File: src/rtl/seqmult_dispatch.sv
// seqmult_dispatch: FIFO-buffered job feeder for a sequential multiplier.
// Optional watchdog on WAIT_DONE: define SEQMULT_DISPATCH_TIMEOUT_EN.
module seqmult_dispatch #(
    parameter int WIDTH   = 8,
    parameter int DEPTH   = 4,
    parameter int TIMEOUT = 33554432
) (
    input  logic                     clk,
    input  logic                     rst,
    input  logic                     in_valid,
    output logic                     in_ready,
    input  logic [WIDTH-1:0]         in_a,
    input  logic [WIDTH-1:0]         in_b,
    output logic                     mul_start,
    output logic [WIDTH-1:0]         mul_a,
    output logic [WIDTH-1:0]         mul_b,
    input  logic                     mul_ready,
    input  logic [2*WIDTH-1:0]       mul_p,
    output logic                     out_valid,
    input  logic                     out_ready,
    output logic [2*WIDTH-1:0]       out_p,
    output logic                     busy,
    output logic [$clog2(DEPTH):0]   fill,
    output logic                     err
);

    localparam int AW = $clog2(DEPTH);
    localparam int FW = AW + 1;
    localparam logic [AW-1:0] PTR_ONE  = 1;
    localparam logic [FW-1:0] FILL_ONE = 1;
    localparam logic [FW-1:0] FILL_MAX = FW'(DEPTH);

    typedef enum logic [2:0] {
        S_IDLE   = 3'd0,
        S_START  = 3'd1,
        S_HOLD   = 3'd2,
        S_WAIT   = 3'd3,
        S_RESULT = 3'd4
    } state_t;

    state_t                state_q, state_d;
    logic [WIDTH-1:0]      mem_a_q [DEPTH];
    logic [WIDTH-1:0]      mem_b_q [DEPTH];
    logic [AW-1:0]         wr_ptr_q, wr_ptr_d;
    logic [AW-1:0]         rd_ptr_q, rd_ptr_d;
    logic [FW-1:0]         fill_q, fill_d;
    logic [WIDTH-1:0]      mul_a_q, mul_a_d;
    logic [WIDTH-1:0]      mul_b_q, mul_b_d;
    logic                  out_valid_q, out_valid_d;
    logic [2*WIDTH-1:0]    out_p_q, out_p_d;
    logic                  push;
    logic                  pop;

`ifdef SEQMULT_DISPATCH_TIMEOUT_EN
    localparam logic [25:0] TO_LIM = 26'(TIMEOUT);
    logic [25:0]           cnt_q, cnt_d;
    logic                  err_q, err_d;
`endif

    // Handshake decode: no pass-through when full, pop only on dispatch.
    always_comb begin
        in_ready = (fill_q != FILL_MAX);
        push     = in_valid && in_ready;
        pop      = (state_q == S_IDLE) && (fill_q != '0)
                   && mul_ready && !out_valid_q;
    end

    // FIFO pointer and occupancy update.
    always_comb begin
        wr_ptr_d = wr_ptr_q;
        rd_ptr_d = rd_ptr_q;
        fill_d   = fill_q;
        if (push) wr_ptr_d = wr_ptr_q + PTR_ONE;
        if (pop)  rd_ptr_d = rd_ptr_q + PTR_ONE;
        unique case ({push, pop})
            2'b10:   fill_d = fill_q + FILL_ONE;
            2'b01:   fill_d = fill_q - FILL_ONE;
            default: fill_d = fill_q;
        endcase
    end

    // Job sequencing: dispatch, two-cycle start, wait, result handshake.
    always_comb begin
        state_d     = state_q;
        mul_a_d     = mul_a_q;
        mul_b_d     = mul_b_q;
        out_valid_d = out_valid_q;
        out_p_d     = out_p_q;
`ifdef SEQMULT_DISPATCH_TIMEOUT_EN
        cnt_d       = cnt_q;
        err_d       = err_q;
`endif
        unique case (state_q)
            S_IDLE: begin
                if (pop) begin
                    state_d = S_START;
                    mul_a_d = mem_a_q[rd_ptr_q];
                    mul_b_d = mem_b_q[rd_ptr_q];
                end
            end
            S_START: state_d = S_HOLD;
            S_HOLD: begin
                state_d = S_WAIT;
`ifdef SEQMULT_DISPATCH_TIMEOUT_EN
                cnt_d   = '0;
`endif
            end
            S_WAIT: begin
                if (mul_ready) begin
                    out_p_d     = mul_p;
                    out_valid_d = 1'b1;
                    state_d     = S_RESULT;
                end
`ifdef SEQMULT_DISPATCH_TIMEOUT_EN
                else begin
                    cnt_d = cnt_q + 26'd1;
                    if (cnt_d == TO_LIM) begin
                        err_d   = 1'b1;
                        state_d = S_IDLE;
                    end
                end
`endif
            end
            S_RESULT: begin
                if (out_ready) begin
                    out_valid_d = 1'b0;
                    state_d     = S_IDLE;
                end
            end
            default: state_d = S_IDLE;
        endcase
    end

    // Control and output registers, cleared by the async reset.
    always_ff @(posedge clk or negedge rst) begin
        if (!rst) begin
            state_q     <= S_IDLE;
            wr_ptr_q    <= '0;
            rd_ptr_q    <= '0;
            fill_q      <= '0;
            mul_a_q     <= '0;
            mul_b_q     <= '0;
            out_valid_q <= 1'b0;
            out_p_q     <= '0;
        end else begin
            state_q     <= state_d;
            wr_ptr_q    <= wr_ptr_d;
            rd_ptr_q    <= rd_ptr_d;
            fill_q      <= fill_d;
            mul_a_q     <= mul_a_d;
            mul_b_q     <= mul_b_d;
            out_valid_q <= out_valid_d;
            out_p_q     <= out_p_d;
        end
    end

    // FIFO storage; contents are don't-care until written.
    always_ff @(posedge clk) begin
        if (push) begin
            mem_a_q[wr_ptr_q] <= in_a;
            mem_b_q[wr_ptr_q] <= in_b;
        end
    end

`ifdef SEQMULT_DISPATCH_TIMEOUT_EN
    // Watchdog counter and sticky error flag.
    always_ff @(posedge clk or negedge rst) begin
        if (!rst) begin
            cnt_q <= '0;
            err_q <= 1'b0;
        end else begin
            cnt_q <= cnt_d;
            err_q <= err_d;
        end
    end

    assign err = err_q;
`else
    assign err = 1'b0;
`endif

    assign mul_start = (state_q == S_START) || (state_q == S_HOLD);
    assign mul_a     = mul_a_q;
    assign mul_b     = mul_b_q;
    assign out_valid = out_valid_q;
    assign out_p     = out_p_q;
    assign busy      = (state_q != S_IDLE);
    assign fill      = fill_q;

endmodule

File: config.mk
export PLATFORM = sky130hd
export DESIGN_NAME = seqmult_dispatch
export DESIGN_NICKNAME = d
export VERILOG_FILES = /design/src/rtl/seqmult_dispatch.sv
export SDC_FILE = /design/constraint.sdc
export NUM_CORES = 1
export LEC_CHECK = 0
export BUFFER_PORTS_ARGS = -buffer_cell sky130_fd_sc_hd__buf_4
export CAP_MARGIN = 20
export CORE_ASPECT_RATIO = 1.5
export CORE_MARGIN = 4
export CORE_UTILIZATION = 55
export CTS_CLUSTER_DIAMETER = 100
export DETAILED_ROUTE_END_ITERATION = 7
export PLACE_DENSITY = 0.88
export SYNTH_ARGS = -nofsm -noshare
export SYNTH_HDL_FRONTEND = slang
export SYNTH_SLANG_ARGS = --single-unit
File: constraint.sdc
create_clock -name clk -period 3.39 [get_ports clk]
set_input_delay 0 -clock clk [delete_from_list [all_inputs] [get_ports clk]]
set_output_delay 0 -clock clk [all_outputs]
set_load 0.05 [all_outputs]
# Yosys cells after proc, flatten, opt, wreduce, memory -nomap -nowiden
# Memory sizes are Yosys's and may differ from the RTL's. A register that Yosys moved wholly into a read port is not among the register bits.
# Cells that the tools add are included.
# Widths: inputs -> output; s select.
[classes]
n_mux = 10
n_reduce_logical = 17
eq_ne = 10
n_addsub = 4
[ops]
columns = ["operator", "count"]
rows = [
  ["$pmux 3 s5", 1],
  ["$mux 3", 3],
  ["$eq 3x2->1 const B", 2],
  ["$ne 2x2->1 const B", 3],
  ["$pmux 3 s2", 1],
  ["$reduce_and 3->1", 2],
  ["$reduce_bool 3->1", 2],
  ["$add 2x1->2 const B", 2],
  ["$logic_and 1x1->1", 4],
  ["$mux 1", 4],
  ["$reduce_and 2->1", 2],
  ["$reduce_bool 2->1", 2],
  ["$add 3x1->3 const B", 1],
  ["$eq 3x1->1 const B", 1],
  ["$eq 3x3->1 const B", 1],
  ["$logic_not 1->1", 3],
  ["$logic_not 3->1", 1],
  ["$ne 3x3->1 const B", 1],
  ["$sub 3x1->3 const B", 1],
  ["$eq 2x1->1 const B", 1],
  ["$eq 2x2->1 const B", 1],
  ["$pmux 1 s2", 1],
  ["$logic_or 1x1->1", 1],
]
[word_totals]
output_inout_bits = 40
reg_bits = 27
wordCells = 49
mem_bits_rw = 64
n_memories = 2
inputBits = 37
[mem_list]
columns = ["name", "words", "word_bits", "read_ports", "rd_ports_with_merged_regs", "write_ports", "line", "text"]
rows = [
  ["mem_a_q", 4, 8, 1, 1, 1, "42", "logic [WIDTH-1:0] mem_a_q [DEPTH];"],
  ["mem_b_q", 4, 8, 1, 1, 1, "43", "logic [WIDTH-1:0] mem_b_q [DEPTH];"],
]

# Logic depth before layout (Yosys ltp)
[logic_depth]
depth_word = 6
ltp_mapped = 10
depth_no_buf = 9

# Least setup slack after synthesis
# Ideal clock, no wire load.
[synth_timing]
path_type = "register -> register"
start = "register fill_q[2] (netlist: fill[2])"
end = "register fill_q[2] (netlist: fill[2])"
required_time_ns = 3.308
stages_incl_launch_ff = 10
slack_ns = 0.692
arrival_ns = 2.616
setup_ns = 0.082
path_buffers = 0
period_less_slack_ns = 2.698
path_cell_list = "dfrtp_1 > or3b_1 > and2_1 > inv_1 > ha_1 > inv_1 > fa_1 > xor2_1 > nor2_1 > xor2_1"
[synth_between]
word_cells_on_any_way = 12
cone_classes = "add/sub (2); eq/ne (3); mux (1); reduce/logical (6)"
[synth_rtl]
columns = ["element", "line", "text"]
rows = [
  ["start: declaration", "46", "logic [FW-1:0] fill_q, fill_d;"],
  ["start signal: assignment", "149", "fill_q <= fill_d;"],
  ["$ne 3x3->1 *", "62", "in_ready = (fill_q != FILL_MAX);"],
  ["via in_ready", "11", "output logic in_ready,"],
  ["$logic_and 1x1->1 *", "63", "push = in_valid && in_ready;"],
  ["$eq 2x1->1 or $eq 2x2->1 (tied branches)", "75", "unique case ({push, pop})"],
  ["$pmux 3 s2 or $reduce_bool 2->1 (tied branches)", "n/a", ""],
]
# Mark *: on every way through the listed nets, which the timed path passes. The rest lies on a longest branch.
# A chain may end at the register's enable or synchronous reset.

# Worst setup path in the final report
[layout_timing]
start = "register fill_q[0] (netlist: fill[0])"
end = "register fill_q[2] (netlist: fill[2])"
[layout_between]
elab_chain_cells = 6
word_cells_on_any_way = 12
cone_classes = "add/sub (2); eq/ne (3); mux (1); reduce/logical (6)"
[layout_rtl]
columns = ["element", "line", "text"]
rows = [
  ["$reduce_bool 3->1", "64", "pop = (state_q == S_IDLE) && (fill_q != '0)"],
  ["$logic_and 1x1->1", "64", ""],
  ["$logic_and 1x1->1 (2 in a row)", "65", "&& mul_ready && !out_valid_q;"],
  ["$eq 2x1->1 or $eq 2x2->1 (tied branches)", "75", ""],
  ["$pmux 3 s2 or $reduce_bool 2->1 (tied branches)", "n/a", ""],
]
# Parallel ways exist; a longest one is shown, timed or not.

==> run_results.csv <==
group,metric,value,unit
outcome,status,"completed",
place,post_dp_cell_area,0.00481,mm^2
critical_path,critPathCaptureType,"flop",
cells_and_area,fin_nets,369,
place,hpwl,4.96,mm
worst_hold_path,worst_hold_path_type,"in -> reg",
clocking,root_buffer,"clkbuf_8",
synthesis,yosys-top-cells-count,"edfxtp_1 (64), dfrtp_1 (43), mux2_2 (25)",
critical_path,cp.required,3.67,ns
floorplanning,io_pins,77,
sta,worst_pin_slew,0.870,ns
power,power_leakage,2.15,nW
power,peakVddDrop,0.000529,V
synthesis,netlist_instances,212,
critical_path,critical_path_class,"reg -> reg",
power,p_sw_share,39.8,%
synthesis,synth_edf_count,64,
worst_hold_path,min_from,"in_valid",
route,firstDrtPassIters,4,
clocking,cts_buffer_depth,2,
floorplanning,start_util,57.0,%
sta,hold_violations,0,
critical_path,reg2reg_slack,1.03,ns
global_routing,grt_pass1_vias,2431,
sta,timing.fmax,0.424,GHz
worst_hold_path,hold_path_end,"wr_ptr_q[0]",
sta,period_share,69.5,%
clocking,path_clk_slew,0.09,ns
synthesis,syn_nets,255,
global_routing,grt_use_total,18.6,%
floorplanning,die-area,0.00908,mm^2
cells_and_area,num-fill-cells,477,
sta,finalSetupViolCount,0,
cells_and_area,diodes,0,
sta,min_period,2.36,ns
route,drc,0,
power,p_sw,0.00191,W
clocking,cts_made_buffers,9,
route,drt-total-wl,7.48,mm
place,finalWeightedCongestion,0.754,
route,vias_per_cell,5.10,
power,internal-power,0.00288,W
floorplanning,die_h,115,um
critical_path,rr_worst_depth,9,
critical_path,critical_path.max_fanout,6,
synthesis,netlist_area,0.00418,mm^2
global_routing,grt_max_degree,44,
route,ant_nets,0,
sta,relSlewSlack,42.0,%
clocking,h-tree-depth,3,
synthesis,syn_avg_cell_area,19.7,um^2
floorplanning,fp-row-count,38,
synthesis,synth.distinct_cells,35,
synthesis,synth_top_area_share,46.0,%
critical_path,cp.arrival,2.63,ns
floorplanning,die_w,79.1,um
global_routing,antenna_found_initial,0,
clocking,clk_latency,0.36,ns
route,detail_route.wl_per_cell,17.4,um
critical_path,timing.rr.start,"fill[0]",
route,drtIter0Drc,100,
sta,fin_tns_setup,0,ns
synthesis,ys_async_sr_fraction,40.2,%
cells_and_area,fin_area,0.00532,mm^2
synthesis,seq_area_frac_synth,71.8,%
global_routing,grt-ovfl-total,0,
place,io_buffers,75,
cells_and_area,area_delta_synth_final,27.4,%
clocking,cts_setup_buffers,0,
power,comb_power_share,43.2,%
synthesis,synth.area.top_cells,"edfxtp_1 (46%), dfrtp_1 (26%), mux4_2 (8.6%)",
clocking,tritoncts,"built",
sta,drv_slew,0,
route,vias,2198,
critical_path,cp-start-kind,"flop",
synthesis,synth_top_cell_by_area,"edfxtp_1",
job,drv_cap,0,
global_routing,grt_pass1_wl,12.4,mm
synthesis,synth-main-ff-cell,"edfxtp_1",
critical_path,r2r_end,"fill[2]",
floorplanning,core-area,0.00732,mm^2
power,clockPowerShare,13.6,%
synthesis,yosys.cell_count.top_type,"edfxtp_1",
power,p_seq_share,43.2,%
cells_and_area,drive_above_1_share,42.3,%
worst_hold_path,whs_path_depth,3,
sta,rsz0062_at_grt,"no",
synthesis,yosys_warnings,0,
clocking,clkSinkCount,107,
power,power_density,900,mW/mm^2
synthesis,yosys_register_bits,107,
sta,fin_worst_skew,0.0109,ns
[routing by layer]
layer	up-vias	routed length, um	global-route usage (%)
met2	59	4230	33.7
li1	1025	-	-
met5	-	0	0
met1	1096	2770	20.7
met4	0	190	8.60
met3	18	295	3.94
[cell families (layout without fill, tap and decap cells)]
logic type | count (synthesis) | after routing | synth area share, %
DFF | 107 | 107 | 71.8
xor gates and xnor gates | 7 | 7 | 1.47
adders and majority gates | 6 | 6 | 1.98
AOI/OAI and AO/OA | 7 | 7 | 1.08
muxes | 50 | 50 | 18.5
other | 1 | 1 | 0.0898
and+or+nand+nor | 18 | 18 | 2.88
buffers and inverters | 16 | 135 | 2.22
[placed cells by master (no fill, tap or decap), types with 4 or more instances in the layout]
cell type / count
edfxtp_1: 64
buf_4: 77
dfrtp_1: 43
clkbuf_1: 4
and3_1: 4
mux2_4: 8
ha_1: 5
mux2_2: 25
inv_1: 7
dlygate4sd3_1: 35
xor2_1: 4
clkbuf_8: 9
mux4_2: 16
[metrics by stage]
stage	hold WS [ns]	std cells	utilization (%)	worst slack [ns]	power (W)
floorplan	-0.296	212	-	0.692	0.00354
global placement	0.0255	380	65.7	1.19	0.00409
detailed placement	0.0287	380	65.7	1.08	0.00417
CTS	0.0160	431	72.6	1.05	0.00485
global route	0.0497	431	72.6	0.868	0.00506
finish	0.0364	431	72.6	1.03	0.00479
[critical path, cell delays in order (launching register included)]
cell	delay, ns
dfrtp_1	0.44
or3b_1	0.47
and2_1	0.23
inv_1	0.06
ha_1	0.17
inv_1	0.07
fa_1	0.37
xor2_1	0.16
nor2_1	0.13
xor2_1	0.18
[registers in the layout, indices dropped and copies added, names as in the netlist]
signal,cells
mem_a_q,32
mem_b_q,32
out_p,16
mul_a,8
mul_b,8
fill,3
state_q,3
rd_ptr_q,2
wr_ptr_q,2
out_valid,1
[how the worst max path moves through the flow]
stage	start	endpoint	slack [ns]	cells past startpoint
final	fill[0]	fill[2]	1.03	9
after global routing	fill[0]	fill[2]	0.87	9
after CTS	fill[0]	fill[2]	1.05	9
after detailed placement	fill[0]	fill[2]	1.08	9
after global placement	fill[0]	fill[2]	1.19	9
after floorplan	fill[2]	fill[2]	0.69	9
[power groups by stage]
stage | combinational (W) | clock [W] | sequential (W)
6_report | 0.00207 | 0.000652 | 0.00207
5_1_grt | 0.00219 | 0.000740 | 0.00213
3_3_place_gp | 0.00201 | 0 | 0.00208
4_1_cts | 0.00210 | 0.000676 | 0.00208
2_1_floorplan | 0.000890 | 0 | 0.00265
3_5_place_dp | 0.00206 | 0 | 0.00211
[area by class of cell]
| type | count | area, um^2 | area share [%] |
|---|---|---|---|
| clock inverter | 3 | 16.3 | 0.306 |
| sequential | 107 | 3000 | 56.4 |
| clock buffer | 13 | 139 | 2.61 |
| timing repair buffer | 112 | 928 | 17.5 |
| multi-input combinational | 89 | 1080 | 20.4 |
| inverter | 7 | 26.3 | 0.494 |
| tap | 100 | 125 | 2.35 |
[repair_timing]
item | 4_1_cts | 5_1_grt
gates resized for setup | 0 | 0
hold buffers | 35 | 0
endpoints found under the hold margin | 127 | 0
setup endpoints to repair | 0 | 0
(Power assumes the default switching activity.)
